==> src/rtl/dp_bank_select_arbiter_pkg.sv <==
// ---------------------------------------------------------------------------
// mem_dec_pkg
// Shared definitions for the dual-port bank select arbiter:
//   - default address / bank-index widths
//   - conflict counter width (counter exists only with BANK_CONFLICT_CNT_EN)
//   - priority encoding for the round-robin bit
//   - onehot_of(): index -> one-hot helper used by both port decoders
// Ports: none (package).
// ---------------------------------------------------------------------------
package mem_dec_pkg;

  localparam int DEF_ADDR_W     = 8;
  localparam int DEF_BANK_BITS  = 2;
  localparam int CONFLICT_CNT_W = 16;

  // onehot_of() works on a fixed maximum width; callers truncate to their
  // own bank count with a size cast.
  localparam int MAX_BANK_BITS  = 8;
  localparam int MAX_BANKS      = 2 ** MAX_BANK_BITS;

  // Which port wins the next same-bank collision.
  typedef enum logic {
    PRIO_A = 1'b0,
    PRIO_B = 1'b1
  } prio_e;

  function automatic logic [MAX_BANKS-1:0] onehot_of(input logic [MAX_BANK_BITS-1:0] index);
    logic [MAX_BANKS-1:0] v;
    v        = '0;
    v[index] = 1'b1;
    return v;
  endfunction

endpackage

==> src/rtl/dp_bank_select_arbiter_if.sv <==
// ---------------------------------------------------------------------------
// dp_bank_select_arbiter_if
// Bundles the two RAM-port requests and the registered arbiter results.
// Parameters: ADDR_W, BANK_BITS (NUM_BANKS and ROW_W are derived).
// Signals:
//   a_req/b_req, a_addr/b_addr            requester -> arbiter
//   a_gnt/b_gnt, a_bank_sel/b_bank_sel,
//   a_row/b_row, conflict                 arbiter -> requester
//   cnt_clr (in), conflict_cnt (out)      only with BANK_CONFLICT_CNT_EN
// Modports: master = requester side, slave = arbiter side.
// ---------------------------------------------------------------------------
interface dp_bank_select_arbiter_if
  import mem_dec_pkg::*;
#(
  parameter int ADDR_W    = DEF_ADDR_W,
  parameter int BANK_BITS = DEF_BANK_BITS
);

  localparam int NUM_BANKS = 2 ** BANK_BITS;
  localparam int ROW_W     = ADDR_W - BANK_BITS;

  logic                 a_req;
  logic [ADDR_W-1:0]    a_addr;
  logic                 b_req;
  logic [ADDR_W-1:0]    b_addr;
  logic                 a_gnt;
  logic                 b_gnt;
  logic [NUM_BANKS-1:0] a_bank_sel;
  logic [NUM_BANKS-1:0] b_bank_sel;
  logic [ROW_W-1:0]     a_row;
  logic [ROW_W-1:0]     b_row;
  logic                 conflict;
`ifdef BANK_CONFLICT_CNT_EN
  logic                      cnt_clr;
  logic [CONFLICT_CNT_W-1:0] conflict_cnt;
`endif

  modport master (
    output a_req, a_addr, b_req, b_addr,
`ifdef BANK_CONFLICT_CNT_EN
    output cnt_clr,
    input  conflict_cnt,
`endif
    input  a_gnt, b_gnt, a_bank_sel, b_bank_sel, a_row, b_row, conflict
  );

  modport slave (
    input  a_req, a_addr, b_req, b_addr,
`ifdef BANK_CONFLICT_CNT_EN
    input  cnt_clr,
    output conflict_cnt,
`endif
    output a_gnt, b_gnt, a_bank_sel, b_bank_sel, a_row, b_row, conflict
  );

endinterface

==> src/rtl/dp_bank_select_arbiter_bank_onehot_decoder.sv <==
// ---------------------------------------------------------------------------
// bank_onehot_decoder
// Combinational bank-index to one-hot bank-enable decoder.
// Parameters: BANK_BITS (output width is 2**BANK_BITS).
// Ports:
//   i_bank    [BANK_BITS-1:0]     bank index
//   o_onehot  [2**BANK_BITS-1:0]  one-hot enable for that bank
// ---------------------------------------------------------------------------
module bank_onehot_decoder
  import mem_dec_pkg::*;
#(
  parameter int BANK_BITS = DEF_BANK_BITS
) (
  input  logic [BANK_BITS-1:0]      i_bank,
  output logic [(2**BANK_BITS)-1:0] o_onehot
);

  localparam int NUM_BANKS = 2 ** BANK_BITS;

  // Widen the index to the helper's width, then keep only our banks.
  assign o_onehot = NUM_BANKS'(onehot_of(MAX_BANK_BITS'(i_bank)));

endmodule

==> src/rtl/dp_bank_select_arbiter.sv <==
// ---------------------------------------------------------------------------
// dp_bank_select_arbiter
// Registered dual-port bank decoder / arbiter. Decodes each port's bank
// field (top BANK_BITS of the address) into a one-hot bank enable, detects
// same-bank collisions and resolves them with a round-robin priority bit.
// All results are registered (one cycle latency).
// Parameters: ADDR_W, BANK_BITS (NUM_BANKS = 2**BANK_BITS, ROW_W derived).
// Ports:
//   clk   system clock, rising edge
//   rst   synchronous active-high reset
//   bus   dp_bank_select_arbiter_if.slave
//         (a_req/a_addr/b_req/b_addr in; a_gnt/b_gnt, a_bank_sel/b_bank_sel,
//          a_row/b_row, conflict out)
// Optional feature macro: BANK_CONFLICT_CNT_EN adds bus.cnt_clr (in) and a
// saturating 16-bit collision counter on bus.conflict_cnt (out).
// ---------------------------------------------------------------------------
module dp_bank_select_arbiter
  import mem_dec_pkg::*;
#(
  parameter int ADDR_W    = DEF_ADDR_W,
  parameter int BANK_BITS = DEF_BANK_BITS
) (
  input logic                     clk,
  input logic                     rst,
  dp_bank_select_arbiter_if.slave bus
);

  localparam int NUM_BANKS = 2 ** BANK_BITS;
  localparam int ROW_W     = ADDR_W - BANK_BITS;

  // A zero-width bank field, no row bits left, or more banks than the
  // one-hot helper covers are configuration errors.
  if (BANK_BITS < 1 || BANK_BITS >= ADDR_W || BANK_BITS > MAX_BANK_BITS) begin : g_bad_cfg
    $error("dp_bank_select_arbiter: illegal BANK_BITS=%0d for ADDR_W=%0d", BANK_BITS, ADDR_W);
  end

  logic [BANK_BITS-1:0] w_a_bank;
  logic [BANK_BITS-1:0] w_b_bank;
  logic [ROW_W-1:0]     w_a_row;
  logic [ROW_W-1:0]     w_b_row;
  logic [NUM_BANKS-1:0] w_a_onehot;
  logic [NUM_BANKS-1:0] w_b_onehot;
  logic                 w_collision;
  logic                 w_a_win;
  logic                 w_b_win;

  prio_e                r_prio;
  logic                 r_a_gnt;
  logic                 r_b_gnt;
  logic [NUM_BANKS-1:0] r_a_bank_sel;
  logic [NUM_BANKS-1:0] r_b_bank_sel;
  logic [ROW_W-1:0]     r_a_row;
  logic [ROW_W-1:0]     r_b_row;
  logic                 r_conflict;

  // Split each address into bank index and in-bank row.
  assign w_a_bank = bus.a_addr[ADDR_W-1 -: BANK_BITS];
  assign w_b_bank = bus.b_addr[ADDR_W-1 -: BANK_BITS];
  assign w_a_row  = bus.a_addr[ROW_W-1:0];
  assign w_b_row  = bus.b_addr[ROW_W-1:0];

  bank_onehot_decoder #(
    .BANK_BITS (BANK_BITS)
  ) u_a_dec (
    .i_bank   (w_a_bank),
    .o_onehot (w_a_onehot)
  );

  bank_onehot_decoder #(
    .BANK_BITS (BANK_BITS)
  ) u_b_dec (
    .i_bank   (w_b_bank),
    .o_onehot (w_b_onehot)
  );

  // Arbitration: a collision needs both requests on the same bank; then
  // only the port named by the priority bit wins. Otherwise every
  // requester wins.
  always_comb begin
    w_collision = bus.a_req && bus.b_req && (w_a_bank == w_b_bank);
    w_a_win     = bus.a_req && (!w_collision || (r_prio == PRIO_A));
    w_b_win     = bus.b_req && (!w_collision || (r_prio == PRIO_B));
  end

  // Output registers and priority state. Rows load only on a grant so the
  // memory sees a stable row while a port is idle or losing. The priority
  // flips only on a collision, handing the next one to this cycle's loser.
  always_ff @(posedge clk) begin
    if (rst) begin
      r_prio       <= PRIO_A;
      r_a_gnt      <= 1'b0;
      r_b_gnt      <= 1'b0;
      r_a_bank_sel <= '0;
      r_b_bank_sel <= '0;
      r_a_row      <= '0;
      r_b_row      <= '0;
      r_conflict   <= 1'b0;
    end else begin
      r_a_gnt      <= w_a_win;
      r_b_gnt      <= w_b_win;
      r_a_bank_sel <= w_a_win ? w_a_onehot : '0;
      r_b_bank_sel <= w_b_win ? w_b_onehot : '0;
      r_conflict   <= w_collision;
      if (w_a_win) begin
        r_a_row <= w_a_row;
      end
      if (w_b_win) begin
        r_b_row <= w_b_row;
      end
      if (w_collision) begin
        r_prio <= (r_prio == PRIO_A) ? PRIO_B : PRIO_A;
      end
    end
  end

  assign bus.a_gnt      = r_a_gnt;
  assign bus.b_gnt      = r_b_gnt;
  assign bus.a_bank_sel = r_a_bank_sel;
  assign bus.b_bank_sel = r_b_bank_sel;
  assign bus.a_row      = r_a_row;
  assign bus.b_row      = r_b_row;
  assign bus.conflict   = r_conflict;

`ifdef BANK_CONFLICT_CNT_EN
  logic [CONFLICT_CNT_W-1:0] r_conflict_cnt;

  // Saturating collision counter; a clear in the same cycle as a collision
  // takes precedence over the increment.
  always_ff @(posedge clk) begin
    if (rst) begin
      r_conflict_cnt <= '0;
    end else if (bus.cnt_clr) begin
      r_conflict_cnt <= '0;
    end else if (w_collision && (r_conflict_cnt != '1)) begin
      r_conflict_cnt <= r_conflict_cnt + CONFLICT_CNT_W'(1);
    end
  end

  assign bus.conflict_cnt = r_conflict_cnt;
`endif

endmodule

==> src/flat_wrapper.sv <==
// flat-port wrapper written by rule: the top's interface ports become plain ports
module dp_bank_select_arbiter_flat import mem_dec_pkg::*;
#(
  parameter int ADDR_W    = DEF_ADDR_W,
  parameter int BANK_BITS = DEF_BANK_BITS
)
  (clk, rst, bus_a_req, bus_a_addr, bus_b_req, bus_b_addr, bus_a_gnt, bus_b_gnt, bus_a_bank_sel, bus_b_bank_sel, bus_a_row, bus_b_row, bus_conflict);
  dp_bank_select_arbiter_if #(.ADDR_W(ADDR_W), .BANK_BITS(BANK_BITS)) bus_i ();
  input logic clk;
  input logic rst;
  input wire logic [$bits(bus_i.a_req)-1:0] bus_a_req;
  input wire logic [$bits(bus_i.a_addr)-1:0] bus_a_addr;
  input wire logic [$bits(bus_i.b_req)-1:0] bus_b_req;
  input wire logic [$bits(bus_i.b_addr)-1:0] bus_b_addr;
  output wire logic [$bits(bus_i.a_gnt)-1:0] bus_a_gnt;
  output wire logic [$bits(bus_i.b_gnt)-1:0] bus_b_gnt;
  output wire logic [$bits(bus_i.a_bank_sel)-1:0] bus_a_bank_sel;
  output wire logic [$bits(bus_i.b_bank_sel)-1:0] bus_b_bank_sel;
  output wire logic [$bits(bus_i.a_row)-1:0] bus_a_row;
  output wire logic [$bits(bus_i.b_row)-1:0] bus_b_row;
  output wire logic [$bits(bus_i.conflict)-1:0] bus_conflict;
  assign bus_i.a_req = bus_a_req;
  assign bus_i.a_addr = bus_a_addr;
  assign bus_i.b_req = bus_b_req;
  assign bus_i.b_addr = bus_b_addr;
  assign bus_a_gnt = bus_i.a_gnt;
  assign bus_b_gnt = bus_i.b_gnt;
  assign bus_a_bank_sel = bus_i.a_bank_sel;
  assign bus_b_bank_sel = bus_i.b_bank_sel;
  assign bus_a_row = bus_i.a_row;
  assign bus_b_row = bus_i.b_row;
  assign bus_conflict = bus_i.conflict;
  dp_bank_select_arbiter #(.ADDR_W(ADDR_W), .BANK_BITS(BANK_BITS)) u_core (.clk(clk), .rst(rst), .bus(bus_i));
endmodule
==> config.mk <==
export PLATFORM = sky130hd
export DESIGN_NAME = dp_bank_select_arbiter_flat
export DESIGN_NICKNAME = d
export VERILOG_FILES = /design/src/rtl/dp_bank_select_arbiter_pkg.sv /design/src/rtl/dp_bank_select_arbiter_if.sv /design/src/rtl/dp_bank_select_arbiter_bank_onehot_decoder.sv /design/src/rtl/dp_bank_select_arbiter.sv /design/src/flat_wrapper.sv
export SDC_FILE = /design/constraint.sdc
export NUM_CORES = 1
export LEC_CHECK = 0
export CAP_MARGIN = 20
export CORE_UTILIZATION = 25
export DETAILED_ROUTE_END_ITERATION = 6
export SYNTH_ARGS = -nofsm -noshare
export SYNTH_HDL_FRONTEND = slang
export SYNTH_HIERARCHICAL = 1
export SYNTH_SLANG_ARGS = --single-unit
==> constraint.sdc <==
create_clock -name clk -period 1.7 [get_ports clk]
set_input_delay 0.255 -clock clk [delete_from_list [all_inputs] [get_ports clk]]
set_output_delay 0.255 -clock clk [all_outputs]
set_load 0.02 [all_outputs]
==> summary by stage, run 1 <==
Drt
The post-detailed-route DRC marker count is 0. After detailed routing, the average wire length per cell comes to 10.4 um. The pre-antenna-repair detailed-routing pass consisted of 4 iterations. The number of antenna-violating nets in the routed design is 0. The post-detailed-route via-to-cell ratio is 4.12. The detailed router placed 820 vias in this run. The first routing iteration left 19 violations. The total detailed-routing wirelength is 2080 um.

CTS
The clock slew at the register clock pins of the worst setup and hold paths is 0.08 ns. Clock tree synthesis inserted a total of 3 buffers. Once the clock tree was built, the setup fixing pass inserted 0 buffers. The number of gates resized after CTS was 0. The longest clock path from root to sink contains 2 buffers. The clock root buffer is clkbuf_8. The total number of H-tree levels is 1. CTS saw 24 sinks. TritonCTS built the clock tree. For the worst-skew pair, the clock arrives at the later sink with an insertion delay of 0.26 ns. The number of hold buffers added after CTS was 0.

Yosys
The portion of the post-synthesis area used by sequential elements is 0.473. The number of instances in the synthesized netlist is 99. Each instance of the synthesized netlist takes up on average 10.2 um^2. The largest area contributor in the synthesized netlist is dfxtp_1. Of the post-synthesis cell area, the dominant cell type holds 0.473.

The number of synthesized register bits is 24. The netlist uses 23 different library cells. The Yosys step of the flow raised 6 warnings. The post-synthesis net count is 119. Summing every instance area after synthesis gives 1010 um^2.

Sorting the synthesized cells by area gives the leading types as dfxtp_1, nand2b_1, mux2i_1.

Global route
The via count of the first global-routing pass is 772. The first-pass GRT wire length is 3420 um. The number of antenna violations at the first check in global routing came to 0.

The maximum number of pins on one net before global-route repair is 16. For this run, the total global-route usage over all layers was measured as 0.104. After global routing the overflow that remains totals 0.

Worst setup path
Along the worst path, the maximum fanout reaches 6. On the worst path, the slowest cell contributes a delay of 0.53 ns. Walking the worst path, the cells encountered are clkdlybuf4s50_1, xor2_1, o41a_1, mux2i_1.

STA classifies the critical path startpoint as an input port. The critical path start-end classification is in2reg. The family with the most delay on the worst path is compound AO/OA/AOI/OAI gates.

The worst reg2reg path startpoint is u_core/r_prio. The endpoint of the worst-slack reg-to-reg timing path is u_core/bus.a_row[0]. Counting both buffers and inverters, the worst setup path holds a total of 1. The worst setup path is captured at a register. The critical path's slowest cell is o41a_1. The arrival time at the worst endpoint is 1.65 ns. The required time of the critical path is 1.84 ns. The worst register-to-register path has a setup slack of 0.37 ns. The number of cells on the worst reg-to-reg path is 3.

Timing
At the pin with the least slew margin, the transition time is 0.472 ns. The count of pins over their slew limit is 0. The final worst-path cycle share is 0.891. Derived from the worst setup path, the maximum achievable clock frequency is 660 MHz. Setup repair after global routing left no endpoint under its margin.

The tightest slew margin relative to the limit is 0.685. The final setup violation count is 0. The final setup skew is 0.00576 ns. The total count of hold-check failures in the final report is 0. The time the worst path needs with I/O delays and setup is 1.51 ns.

Worst hold path
The worst hold path startpoint is u_core/bus.a_row[1]. The worst hold path belongs to the class reg2reg. The depth of the worst hold-timing path is 2. The terminating pin of the worst hold path is u_core/bus.a_row[1].

Floorplan
For this configuration, the core starts out at a cell density of 0.269. Measured along the x axis, the die boundary spans 65.7 um. The die covers 4320 um^2.

The floorplan step set the die height to 65.7 um. The region available for standard cell placement spans 3770 um^2. The floorplan has 22 rows. The I/O pin total is 43.

Final layout
The summed area of non-filler cells in the final layout is 1600 um^2. In the final layout, the share of cells above drive strength 1 is 0.126. The count of nets after finishing is 172.

Relative to the synthesized area, the layout overhead comes to 58.0%. The share of the core filled with cells in the final layout is 0.425. The antenna diode count is 0.

Power
The post-layout total power is 1230 uW. The analysis attributes to cell leakage a power of 0.000648 uW. The ratio of total power to cell area is 769 nW/um^2. IR analysis of the VDD net gives a maximum drop of 0.579 mV.

Outcome
The run finished with clean final reports.

Run
The max-cap check violation count is 0.

Placed design
The HPWL after detailed placement is 1640 um. The final RePlAce weighted congestion is 0.739. The area after detailed placement is 1550 um^2.

The count of buffers from port buffering is 42.
-- state kept, by name (all words and copies together) (netlist names) --
signal                 count
u_core/r_prio              1
u_core/bus.b_row           6
u_core/bus.a_gnt           1
u_core/bus.a_bank_sel      4
u_core/bus.b_gnt           1
u_core/bus.a_row           6
u_core/bus.b_bank_sel      4
u_core/bus.conflict        1
-- layout by cell type (no fill, tap or decap), drive strengths merged --
cell / count
nand2: 1
mux2i: 12
clkbuf: 4
nor2b: 3
o31ai: 1
o41ai: 1
and2: 7
xor2: 2
and2b: 2
nand4: 1
xnor2: 2
a41oi: 2
nand2b: 25
o41a: 1
dfxtp: 24
inv: 3
buf: 10
nor4: 1
and3: 4
a21oi: 1
clkdlybuf4s50: 42
nor2: 2
-- through the flow --
stage	setup TNS, ns	setup WS [ns]	hold WS, ns	instances
2_1_floorplan	0	0.510	0.410	99
3_3_place_gp	-0.872	-0.0966	0.462	195
3_5_place_dp	-1.25	-0.0969	0.463	195
4_1_cts	0	0.166	0.479	199
5_1_grt	0	0.0668	0.493	199
6_report	0	0.186	0.474	199
-- where the power goes --
part	switching, uW	internal, uW	leakage (uW)	total, uW
registers	13.1	590	0.000197	603
logic	111	147	0.000422	258
clock network	164	206	0.0000288	370
total	288	944	0.000648	1230
-- tightest hold or removal path, stage by stage (launching register included) --
cell      delay [ns]
dfxtp_1         0.32
nand2b_1        0.06
mux2i_1         0.05
-- synth_stat cells --
cell type and instances:
a21oi_1 1, a41oi_1 1, mux2i_1 12, nand2_1 1, nand4_1 1, nor2b_1 3, o41a_1 1, nor4_1 1
xor2_1 2, nor2_1 2, and2b_2 2, clkbuf_1 3, buf_6 1, a41oi_2 1, and2_2 2, o41ai_1 1
nand2b_1 25, xnor2_1 2, o31ai_1 1, and3_1 4, dfxtp_1 24, and2_1 5, inv_1 3
-- cell families after synthesis --
kind of cell | Yosys count | share of synthesized area
AOI/OAI and AO/OA | 6 | 0.0567
xor gates and xnor gates | 4 | 0.0345
buffers and inverters | 7 | 0.0333
DFF | 24 | 0.473
muxes | 12 | 0.118
and+or+nand+nor | 46 | 0.284
-- routing by layer --
metal,share of wire,routed length (um),track usage,vias to the layer above
li1,-,-,-,432
met1,0.47,970,0.126,347
met2,0.42,867,0.167,39
met3,0.11,228,0.0434,2
met4,0.0039,8,0.0245,0
met5,0,0,0,-
-- worst max path at each step --
stage	slack, ns	end	depth (start not counted)	startpoint
floorplan	0.51	u_core/bus.a_row[0]	4	u_core/r_prio
global placement	-0.1	u_core/bus.a_row[4]	4	bus_b_addr[7]
detailed placement	-0.1	u_core/bus.a_row[0]	4	bus_b_addr[7]
CTS	0.17	u_core/bus.b_row[1]	4	bus_b_addr[6]
global route	0.07	u_core/bus.b_row[1]	4	bus_b_addr[6]
finish	0.19	u_core/bus.a_row[0]	4	bus_b_addr[7]
-- layout make-up --
| type | instances | area, um^2 |
|---|---|---|
| Inverter | 3 | 11.3 |
| Multi-Input combinational cell | 68 | 500 |
| Clock buffer | 4 | 55.1 |
| Fill cell | 352 | 2170 |
| Timing Repair Buffer | 52 | 495 |
| Tap cell | 48 | 60.1 |
| Sequential cell | 24 | 480 |
Power figures use the tool's default switching activity.
==> run 2, diff against run 1 <==
- CELL_PAD_IN_SITES_DETAIL_PLACEMENT: not set -> 2
- CELL_PAD_IN_SITES_GLOBAL_PLACEMENT: not set -> 2
- PLACE_DENSITY_LB_ADDON: not set -> 0.1
==> run 2 against run 1 <==
Compared with the run above:
- clock-buffer cell count decreased by 1
- via count increased by 7.1%
- largest power group unchanged
- register-to-register slack got worse by 0.06 ns
- cell area increased by 0.55%
==> summary by stage, run 2 (same netlist as run 1, synthesis figures left out) <==
Global route
The first global-routing pass estimated 4300 um of wire. Across every metal layer, demand over resource in global routing totals 0.131. The number of antenna violations at the first check in global routing is 0.

The via count of the first global-routing pass is 940. Summed over all layers, the global routing overflow is 0. The maximum number of pins on one net before global-route repair is 21.

Worst setup path
In this run the critical register-to-register path is launched from u_core/r_prio. In this design, the stage delay of the slowest critical-path cell is 0.54 ns. Of all nets on the critical path, the largest fanout is 6.

The endpoint kind of the worst setup timing path is a register. The critical path's slowest cell is o41a_1. The signal on the critical path passes through clkdlybuf4s50_1, xor2_1, o41a_1, mux2i_1.

By startpoint and endpoint, the worst setup path is classified as in2reg. The endpoint of the worst-slack reg-to-reg timing path is u_core/bus.a_row[0]. The setup slack of the worst register-to-register path is 0.31 ns. STA classifies the critical path startpoint as an input port.

The required time of the critical path is 1.84 ns. Together, buffers and inverters on the worst path number 1. The count of cells along the worst register-to-register path is 3.

In this design, the largest share of critical-path delay is due to compound AO/OA/AOI/OAI gates. Data on the critical path arrives at its endpoint at 1.66 ns.

Drt
The total detailed-routing wirelength is 2620 um. The number of antenna-violating nets in the routed design is 0. The detailed-route via count is 878. For this run, design rule violations remaining after detail routing come to 0. The number of search-and-repair iterations in the first detailed-routing pass is 4. The number of DRC markers after the initial detailed-route iteration is 23. After detailed routing, the average wire length per cell comes to 13.3 um. The post-detailed-route via-to-cell ratio is 4.43.

Power
The static leakage power is 0.000650 uW. The ratio of total power to cell area is 841 nW/um^2. The largest vdd supply drop is 0.334 mV.

Final layout
The count of nets after finishing is 171. The repair_antennas step left the layout with diodes totalling 0. In the layout the commonest cells are clkdlybuf4s50_1, nand2b_1, dfxtp_1, mux2i_1, buf_4. The most common cell after layout, fill and taps aside is clkdlybuf4s50_1.

The number of fill cells in the layout is 401. The area growth from synthesis to layout is 58.8%. Of the cells placed in the final design, the portion with a size suffix greater than 1 is 0.120.

After routing the design area is 1610 um^2.

Timing
Measured against its own limit, the worst slew margin works out to 0.725. The count of pins over their slew limit is 0. Setup repair after global routing left no endpoint under its margin.

The transition time at the pin with the least slew margin is 0.406 ns. For this run, the top clock speed supported by timing is 655 MHz. The time the worst path needs with I/O delays and setup is 1.53 ns. The final setup skew is 0.00116 ns. Setup violations remaining at the end of the flow were counted as 0. The final worst-path cycle share is 0.897. The total count of hold-check failures in the final report is 0. After layout, the worst setup slack is 0.174 ns.

CTS
The post-CTS resize count is 0. The clock latency on the worst-skew pair is 0.26 ns. In this run the number of H-tree levels came out at 1.

The tree is rooted in a clkbuf_8. The clock tree from TritonCTS is built. Clock-pin slew was measured on the worst setup and hold paths at 0.08 ns. The number of clock sinks is 24.

The post-CTS setup-driven buffer insertion count is 0. Hold repair after CTS inserted 0 buffers. The number of clock buffers added by TritonCTS is 3. The maximum clock path buffer count is 2.

Outcome
The run finished with clean final reports.

Worst hold path
For hold timing, the worst endpoint is u_core/bus.b_row[5]. The startpoint identified for the worst hold timing path is u_core/bus.b_row[5]. The depth of the worst hold-timing path is 2. The worst hold path belongs to the class reg2reg.

Run
Across the run, the number of max-cap violations was 0.

Floorplan
In this run the count of I/O pins placed on the die edge is 43. The die covers 4320 um^2. The initial cell density of the core is 0.269. The floorplan has 22 rows.

The total core area is 3770 um^2. The height of the chip is 65.7 um. The width of the die is 65.7 um.

Placed design
Before CTS, the worst setup slack after placement is -0.123 ns. During placement, the flow inserted port buffers numbering 42. After legalization and detailed placement, the total HPWL measured 2050 um. The placed instances occupy a cell area of 1540 um^2.

Routability-driven placement finished with a final weighted congestion of 0.746.
[run 2: changes by cell type in the layout (fill, tap and decap cells not counted)]
cell	change
clkbuf_8	-1
bufinv_16	+1
buf_4	-1
[run 2: how the worst max path moves through the flow]
stage / start / cells past startpoint / to
4_1_cts: bus_b_addr[7] / 4 / u_core/bus.a_row[0]
3_5_place_dp: bus_b_addr[7] / 4 / u_core/bus.a_row[0]
3_3_place_gp: bus_b_addr[7] / 4 / u_core/bus.a_row[2]
5_1_grt: bus_b_addr[7] / 4 / u_core/bus.b_bank_sel[2]
2_1_floorplan: u_core/r_prio / 4 / u_core/bus.a_row[0]
6_report: bus_b_addr[7] / 4 / u_core/bus.a_row[0]
[run 2: area by class of cell]
| cell class | count | area [um^2] | share of cell area |
|---|---|---|---|
| Clock buffer | 3 | 41.3 | 0.0256 |
| Clock inverter | 1 | 30.0 | 0.0186 |
| Inverter | 3 | 11.3 | 0.00699 |
| Multi-Input combinational cell | 68 | 500 | 0.311 |
| Sequential cell | 24 | 480 | 0.298 |
| Tap cell | 48 | 60.1 | 0.0373 |
| Timing Repair Buffer | 51 | 488 | 0.303 |
[run 2: metrics by stage]
| step | setup TNS (ns) | util | std cells | power [uW] | hold WS (ns) |
|---|---|---|---|---|---|
| CTS | 0 | 0.427 | 198 | 1390 | 0.489 |
| global placement | -0.470 | 0.408 | 194 | 871 | 0.457 |
| detailed placement | -1.26 | 0.408 | 194 | 880 | 0.474 |
| global route | 0 | 0.427 | 198 | 1420 | 0.508 |
| floorplan | 0 | - | 99 | 736 | 0.410 |
| finish | 0 | 0.427 | 198 | 1360 | 0.483 |
[run 2: worst register-to-register path, cell delays in order (launching register included)]
cell and delay (ns):
dfxtp_1 0.40, inv_1 0.10, o41a_1 0.59, mux2i_1 0.18
[run 2: routing by layer]
layer | vias to the layer above | track usage | part of all wire
met1 | 425 | 0.156 | 0.43
met2 | 22 | 0.232 | 0.51
li1 | 429 | - | -
met4 | 0 | 0.0489 | 0.0080
met5 | - | 0 | 0
met3 | 2 | 0.0226 | 0.043
[run 2: report_power, final]
group | leakage, uW | internal [uW] | switching (uW)
clock | 0.0000357 | 314 | 178
combinational | 0.000418 | 145 | 114
sequential | 0.000197 | 590 | 13.6
